## src/rtl/seq_stage_controller.sv

```systemverilog
// Sequencer for the multi-cycle Y86 core: walks F/D/E/M/W/PCUPD, owns PC, status, dmem handshake, retire count.
// Define SEQ_PC_BREAKPOINT_EN to add a PC breakpoint that parks the core in PAUSE before fetch.
module seq_stage_controller #(
  parameter int                ADDR_W      = 64,
  parameter logic [ADDR_W-1:0] RESET_PC    = '0,
  parameter int                MEM_TIMEOUT = 16
) (
  input  logic              clk,
  input  logic              rst_n,
  input  logic              start,
  input  logic [3:0]        icode,
  input  logic              instr_invalid,
  input  logic              imem_error,
  input  logic [ADDR_W-1:0] new_pc,
  input  logic              mem_ack,
  input  logic              dmem_error,
`ifdef SEQ_PC_BREAKPOINT_EN
  input  logic [ADDR_W-1:0] bp_addr,
  input  logic              bp_valid,
  input  logic              resume,
  output logic              bp_hit,
`endif
  output logic [ADDR_W-1:0] pc,
  output logic [5:0]        stage_en,
  output logic              cc_we,
  output logic              mem_req,
  output logic [2:0]        stat,
  output logic              halted,
  output logic [31:0]       retired
);

  localparam int            TW      = $clog2(MEM_TIMEOUT + 1);
  localparam logic [TW-1:0] TO_LAST = TW'(MEM_TIMEOUT - 1);

  localparam logic [2:0] STAT_AOK = 3'd1;
  localparam logic [2:0] STAT_HLT = 3'd2;
  localparam logic [2:0] STAT_ADR = 3'd3;
  localparam logic [2:0] STAT_INS = 3'd4;

  typedef enum logic [3:0] {
    S_IDLE, S_FETCH, S_DECODE, S_EXECUTE, S_MEMORY, S_WRITEBACK, S_PCUPD, S_HALT
`ifdef SEQ_PC_BREAKPOINT_EN
    , S_PAUSE
`endif
  } state_t;

  state_t        state;
  logic [3:0]    icode_q;
  logic [TW-1:0] tmo;

  function automatic logic is_mem(input logic [3:0] ic);
    return (ic == 4'h4) || (ic == 4'h5) || (ic == 4'h8) ||
           (ic == 4'h9) || (ic == 4'hA) || (ic == 4'hB);
  endfunction

  always_comb begin
    stage_en = '0;
    case (state)
      S_FETCH:     stage_en = 6'b000001;
      S_DECODE:    stage_en = 6'b000010;
      S_EXECUTE:   stage_en = 6'b000100;
      S_MEMORY:    stage_en = 6'b001000;
      S_WRITEBACK: stage_en = 6'b010000;
      S_PCUPD:     stage_en = 6'b100000;
      default:     stage_en = '0;
    endcase
  end

  always_ff @(posedge clk or negedge rst_n) begin
    if (!rst_n) begin
      state   <= S_IDLE;
      pc      <= RESET_PC;
      cc_we   <= 1'b0;
      mem_req <= 1'b0;
      stat    <= STAT_AOK;
      halted  <= 1'b0;
      retired <= '0;
      icode_q <= '0;
      tmo     <= '0;
`ifdef SEQ_PC_BREAKPOINT_EN
      bp_hit  <= 1'b0;
`endif
    end else begin
      case (state)
        S_IDLE: if (start) begin
`ifdef SEQ_PC_BREAKPOINT_EN
          if (bp_valid && pc == bp_addr) begin
            state  <= S_PAUSE;
            bp_hit <= 1'b1;
          end else
`endif
          state <= S_FETCH;
        end
        S_FETCH: begin
          icode_q <= icode;
          // Fault priority: imem address error beats illegal instruction beats halt.
          if (imem_error) begin
            stat <= STAT_ADR; state <= S_HALT; halted <= 1'b1;
          end else if (instr_invalid) begin
            stat <= STAT_INS; state <= S_HALT; halted <= 1'b1;
          end else if (icode == 4'h0) begin
            stat <= STAT_HLT; state <= S_HALT; halted <= 1'b1;
          end else begin
            state <= S_DECODE;
          end
        end
        S_DECODE: begin
          cc_we <= (icode_q == 4'h6);
          state <= S_EXECUTE;
        end
        S_EXECUTE: begin
          cc_we   <= 1'b0;
          tmo     <= '0;
          mem_req <= is_mem(icode_q);
          state   <= S_MEMORY;
        end
        S_MEMORY: begin
          if (!mem_req) begin
            state <= S_WRITEBACK;
          end else if (mem_ack) begin
            mem_req <= 1'b0;
            if (dmem_error) begin
              stat <= STAT_ADR; state <= S_HALT; halted <= 1'b1;
            end else begin
              state <= S_WRITEBACK;
            end
          end else if (tmo == TO_LAST) begin
            mem_req <= 1'b0;
            stat    <= STAT_ADR; state <= S_HALT; halted <= 1'b1;
          end else begin
            tmo <= tmo + TW'(1);
          end
        end
        S_WRITEBACK: state <= S_PCUPD;
        S_PCUPD: begin
          pc      <= new_pc;
          retired <= retired + 32'd1;
`ifdef SEQ_PC_BREAKPOINT_EN
          if (bp_valid && new_pc == bp_addr) begin
            state  <= S_PAUSE;
            bp_hit <= 1'b1;
          end else
`endif
          state <= S_FETCH;
        end
        S_HALT: mem_req <= 1'b0;
`ifdef SEQ_PC_BREAKPOINT_EN
        // Resuming skips the address check so the paused instruction can issue.
        S_PAUSE: if (resume) begin
          bp_hit <= 1'b0;
          state  <= S_FETCH;
        end
`endif
        default: state <= S_IDLE;
      endcase
    end
  end

endmodule

```

## config.mk

```make
export PLATFORM = sky130hd
export DESIGN_NAME = seq_stage_controller
export DESIGN_NICKNAME = d
export VERILOG_FILES = /design/src/rtl/seq_stage_controller.sv
export SDC_FILE = /design/constraint.sdc
export NUM_CORES = 1
export LEC_CHECK = 0
export CAP_MARGIN = 5
export CELL_PAD_IN_SITES_DETAIL_PLACEMENT = 1
export CELL_PAD_IN_SITES_GLOBAL_PLACEMENT = 2
export CORE_MARGIN = 2
export CORE_UTILIZATION = 26
export DETAILED_ROUTE_END_ITERATION = 10
export PLACE_DENSITY_LB_ADDON = 0.1
export SYNTH_ARGS = -nofsm -noshare
export SYNTH_HDL_FRONTEND = slang
export SYNTH_SLANG_ARGS = --single-unit
```

## constraint.sdc

```tcl
create_clock -name clk -period 2.2 [get_ports clk]
set_input_delay 0.66 -clock clk [delete_from_list [all_inputs] [get_ports clk]]
set_output_delay 0.66 -clock clk [all_outputs]
set_load 0.02 [all_outputs]
```

* Word level (Yosys, flattened, before mapping)
Cells that the tools add are included.
** Word-level totals
- Output and inout bits :: 108
- Word-level logic and storage cells :: 84
- Flip-flop bits (word level) :: 115
** Operators by class
- Bitwise operators :: 1
- Equality and inequality tests :: 23
- Muxes and demuxes :: 35
- Add/subtract/negate cells :: 2
- Reduce and logical (&&, ||, !) cells :: 14
** Operators by type and width (count)
- $pmux W6 S6 :: 1
- $add A32 B1 Y32 const B :: 1
- $pmux W4 S8 :: 1
- $mux W3 :: 10
- $eq A4 B3 Y1 const B :: 7
- $eq A4 B4 Y1 const B :: 4
- $mux W4 :: 4
- $mux W5 :: 3
- $mux W1 :: 10
- $pmux W5 S2 :: 1
- $eq A4 B2 Y1 const B :: 2
- $logic_not A4 Y1 :: 2
- $ne A2 B2 Y1 const B :: 4
- $ne A4 B4 Y1 const B :: 2
- $ne A3 B3 Y1 const B :: 2
- $pmux W3 S2 :: 1
- $reduce_bool A2 Y1 :: 3
- $add A5 B1 Y5 const B :: 1
- $eq A5 B4 Y1 const B :: 1
- $logic_or A1 B1 Y1 :: 5
- $reduce_and A5 Y1 :: 1
- $eq A4 B1 Y1 const B :: 1
- $pmux W1 S2 :: 2
- $reduce_and A4 Y1 :: 1
- other kinds (5) :: 5

* Logic depth before layout (Yosys ltp)
- Depth in word-level cells :: 7
- Gate-level depth with buffers :: 7
- Gate-level depth less buffers :: 7

* Least setup slack after synthesis
OpenSTA, ideal clock, no wires.
- Path kind :: in2reg
- Start point :: input port icode[1]
- End point :: register stat[1]
- Data required time :: 2.081 ns
- Stages on the path :: 4
- Setup slack :: 0.328 ns
- Buffers on the path :: 0
- Data arrival time :: 1.753 ns
- Path through :: nor4_1 > o31ai_2 > or4b_1 > o21a_1
** On the way
- Word-level cells in the longest chain between the ends :: 3
** Ends and longest elaborated chain
- start: declaration :: RTL line 11 : input logic [3:0] icode,
- $logic_not A4 Y1 :: RTL line 101 : end else if (icode == 4'h0) begin
- $ne A4 B4 Y1 (no line)
- $reduce_and A5 Y1 (no line)
- end signal: assignment :: RTL line 98 : stat <= STAT_ADR; state <= S_HALT; halted <= 1'b1;
- end signal: assignment :: RTL line 100 : stat <= STAT_INS; state <= S_HALT; halted <= 1'b1;
- end signal: assignment :: RTL line 102 : stat <= STAT_HLT; state <= S_HALT; halted <= 1'b1;
- end: declaration :: RTL line 27 : output logic [2:0] stat,
Every way passes these cells.
A chain may end at the register's enable or synchronous reset.

* Worst setup path after layout
- Start point :: register state[0]
- End point :: output port stage_en[5]
** On the way
- Word-level cells in the longest chain between the ends :: 2
** Ends and longest elaborated chain
- start: declaration :: RTL line 47 : state_t state;
- start signal: assignment :: RTL line 71 : state <= S_IDLE;
- start signal: assignment :: RTL line 92 : state <= S_FETCH;
- start signal: assignment :: RTL line 98
- $eq A4 B3 Y1, or another cell as far along :: RTL line 58 : case (state)
- $pmux W6 S6 (*) :: RTL line 58
- end: declaration :: RTL line 24 : output logic [5:0] stage_en,
Mark *: on every way between the ends. The rest lies on a longest branch, timed or not.

==> qor.yml <==
outcome: "finished, final reports clean"
required_ns: 1.54
drive_above_1_share: 0.111
critical_path_class: "reg2out"
start_kind: "flop"
end_kind: "primary output"
finalHoldViolations: 0
final_area_um2: 7590
synth_cell_types: 44
drc: 0
die_area_um2: 19400
syn_area_um2: 4770
p_per_area_nw_per_um2: 1350
initial_core_util: 0.265
antenna_found_initial: 0
critPathMaxFanout: 7
globalRoute.totalOverflow: 0
netlist_instances: 485
relSlewSlack: 0.497
clk_pin_slew_ns: 0.06
clock_skew_ns: 0.00958
ys_seq_area_frac: 0.599
yosys_warnings: 0
hpwl_um: 10600
maxSlewViolCount: 0
p_switching_uw: 3750
portBuffers: 182
hp-class: "in2async"
num_rows: 49
fmax_mhz: 468
syn_area_per_cell_um2: 9.83
hold_ws_ns: 0.219
chipWidth_um: 139
min_period_ns: 2.14
final_cell_mix: "nand2_1 (210), clkdlybuf4s50_1 (163), dfrtp_1 (109), xnor2_1 (28), buf_4 (23)"
total_power_uw: 10300
diodes: 0
grt_first_pass_wirelength_um: 24000
routed_wl_um: 14800
layout.cells.most_common: "nand2_1"
seqPwrFrac: 0.326
synth_nets: 563
synth-seq-cells: 114
routed_via_density: 4.41
htreeDepth: 4
grt_usage: 0.156
nets: 768
drtIter0Drc: 125
clock_path_buffers: 2
grt_pass1_vias: 4534
cp-startpoint: "state[0]"
max-vdd-ir-drop_mv: 0.608
crit_arrival_ns: 1.48
io_pins: 183
synthArstFlopShare: 1.00
cts_tree: "done"
design.core.area_um2: 18000
power.clock.fraction: 0.263
clock_sinks: 114
holdBufCountCts: 0
utilization: 0.422
switching_share: 0.365
synth_flop_cell: "dfrtp_1"
gp_congestion: 0.779
die_height_um: 139
placed_cell_area_um2: 6940
share_comb_of_total_power: 0.412
grt_max_degree: 68
clk_latency_ns: 0.41
rsz0062_at_grt: "false"
worstMarginPinSlew_ns: 0.755
ant_nets: 0
syn2layout_area_growth_pct: 59.1
firstDrtPassIters: 4
timing.final.crit_share: 0.972
setup-violations-final: 0
leakagePower_uw: 0.00364
wl_per_cell_um: 15.9
drv_cap: 0
cts_inserted_buffers: 17
synth-edff-count: 0
r2r_start: "state[0]"
clockRootBuffer: "clkbuf_16"
num_vias: 4104
p_int_uw: 6520
[sequential cells by signal, indices dropped and copies added, names as in the netlist]
name and cells:
icode_q 4, mem_req 1, pc 64, retired 32, state 3, tmo 5, stat 3, cc_we 1
halted 1
[worst max-delay path, cell delays in order (launching register included)]
cell and delay, ns:
dfrtp_2 0.45, nand3b_1 0.25, inv_2 0.11, clkdlybuf4s15_2 0.26
[layer usage]
metal | vias to the layer above | GRT usage | wire, um
li1 | 1986 | - | -
met1 | 2009 | 0.186 | 6190
met2 | 90 | 0.269 | 7550
met3 | 19 | 0.0461 | 791
met4 | 0 | 0.0558 | 233
met5 | - | 0 | 0
[cell families (layout without fill, tap and decap cells)]
group | Yosys count | in the layout | synth area share
mux | 4 | 4 | 0.00945
compound gates | 21 | 21 | 0.0291
simple gates | 282 | 282 | 0.266
xor+xnor | 33 | 33 | 0.0606
flops | 114 | 114 | 0.599
fa+ha+maj | 3 | 3 | 0.00787
buf+inv | 28 | 245 | 0.0286
[synth_stat cells, types with 2 or more instances]
cell type | n | area [um2]
inv_1 | 6 | 22.5
nand3_1 | 13 | 65.1
nor2_1 | 10 | 37.5
nor4_1 | 3 | 18.8
a21oi_1 | 5 | 25.0
xnor2_1 | 28 | 245
mux2_2 | 4 | 45.0
dfrtp_1 | 113 | 2830
nor4_4 | 2 | 42.5
and3_1 | 7 | 43.8
nor3_1 | 3 | 15.0
o41ai_1 | 2 | 17.5
o21ai_0 | 6 | 30.0
xor2_1 | 5 | 43.8
and2_1 | 2 | 12.5
nand4_1 | 17 | 106
nand2b_1 | 4 | 25.0
nand2_1 | 210 | 788
buf_4 | 2 | 15.0
nand3b_1 | 2 | 15.0
ha_1 | 3 | 37.5
buf_2 | 7 | 35.0
clkbuf_1 | 9 | 33.8
buf_6 | 2 | 22.5
[area by class of cell]
type | count | area, um2
clock buffers | 26 | 499
flip-flops and latches | 114 | 2860
multi-input cells | 343 | 1780
repair buffers | 207 | 2060
fillers | 1991 | 10400
clock inverters | 5 | 75.1
inverters | 7 | 26.3
well taps | 229 | 287
[worst paths after layout]
check	cells past startpoint	slack [ns]	to
worst max-delay path	3	0.06	stage_en[5]
worst min-delay path	1	0.22	pc[44]
worst min register to register	1	0.47	cc_we
max in group asynchronous	2	1.40	stat[0]
worst max register to register	6	0.17	retired[25]
min in group clk	1	0.47	cc_we
[power groups by stage]
stage / clock [uW] / combinational (uW) / sequential, uW
2_1_floorplan: 0 / 1400 / 4070
3_3_place_gp: 0 / 4180 / 3360
3_5_place_dp: 0 / 4260 / 3380
4_1_cts: 2780 / 4270 / 3380
5_1_grt: 2880 / 4610 / 3470
6_report: 2700 / 4230 / 3350
[what timing repair did]
action                                  in CTS  in global routing
endpoints found under the setup margin       9                 15
cloned                                       0                  0
pin swaps                                    0                  0
buffers inserted                             2                  4
resized for setup                           24                 15
hold endpoints to repair                     0                  0
[per-stage QoR]
step	setup WS (ns)	setup TNS (ns)	instances
2_1_floorplan	0.328	0	485
3_3_place_gp	-0.296	-0.966	894
3_5_place_dp	-0.301	-1.02	894
4_1_cts	0.000346	0	927
5_1_grt	0.00179	0	931
6_report	0.0610	0	931
Note: power is estimated with default switching activity, not from simulation.
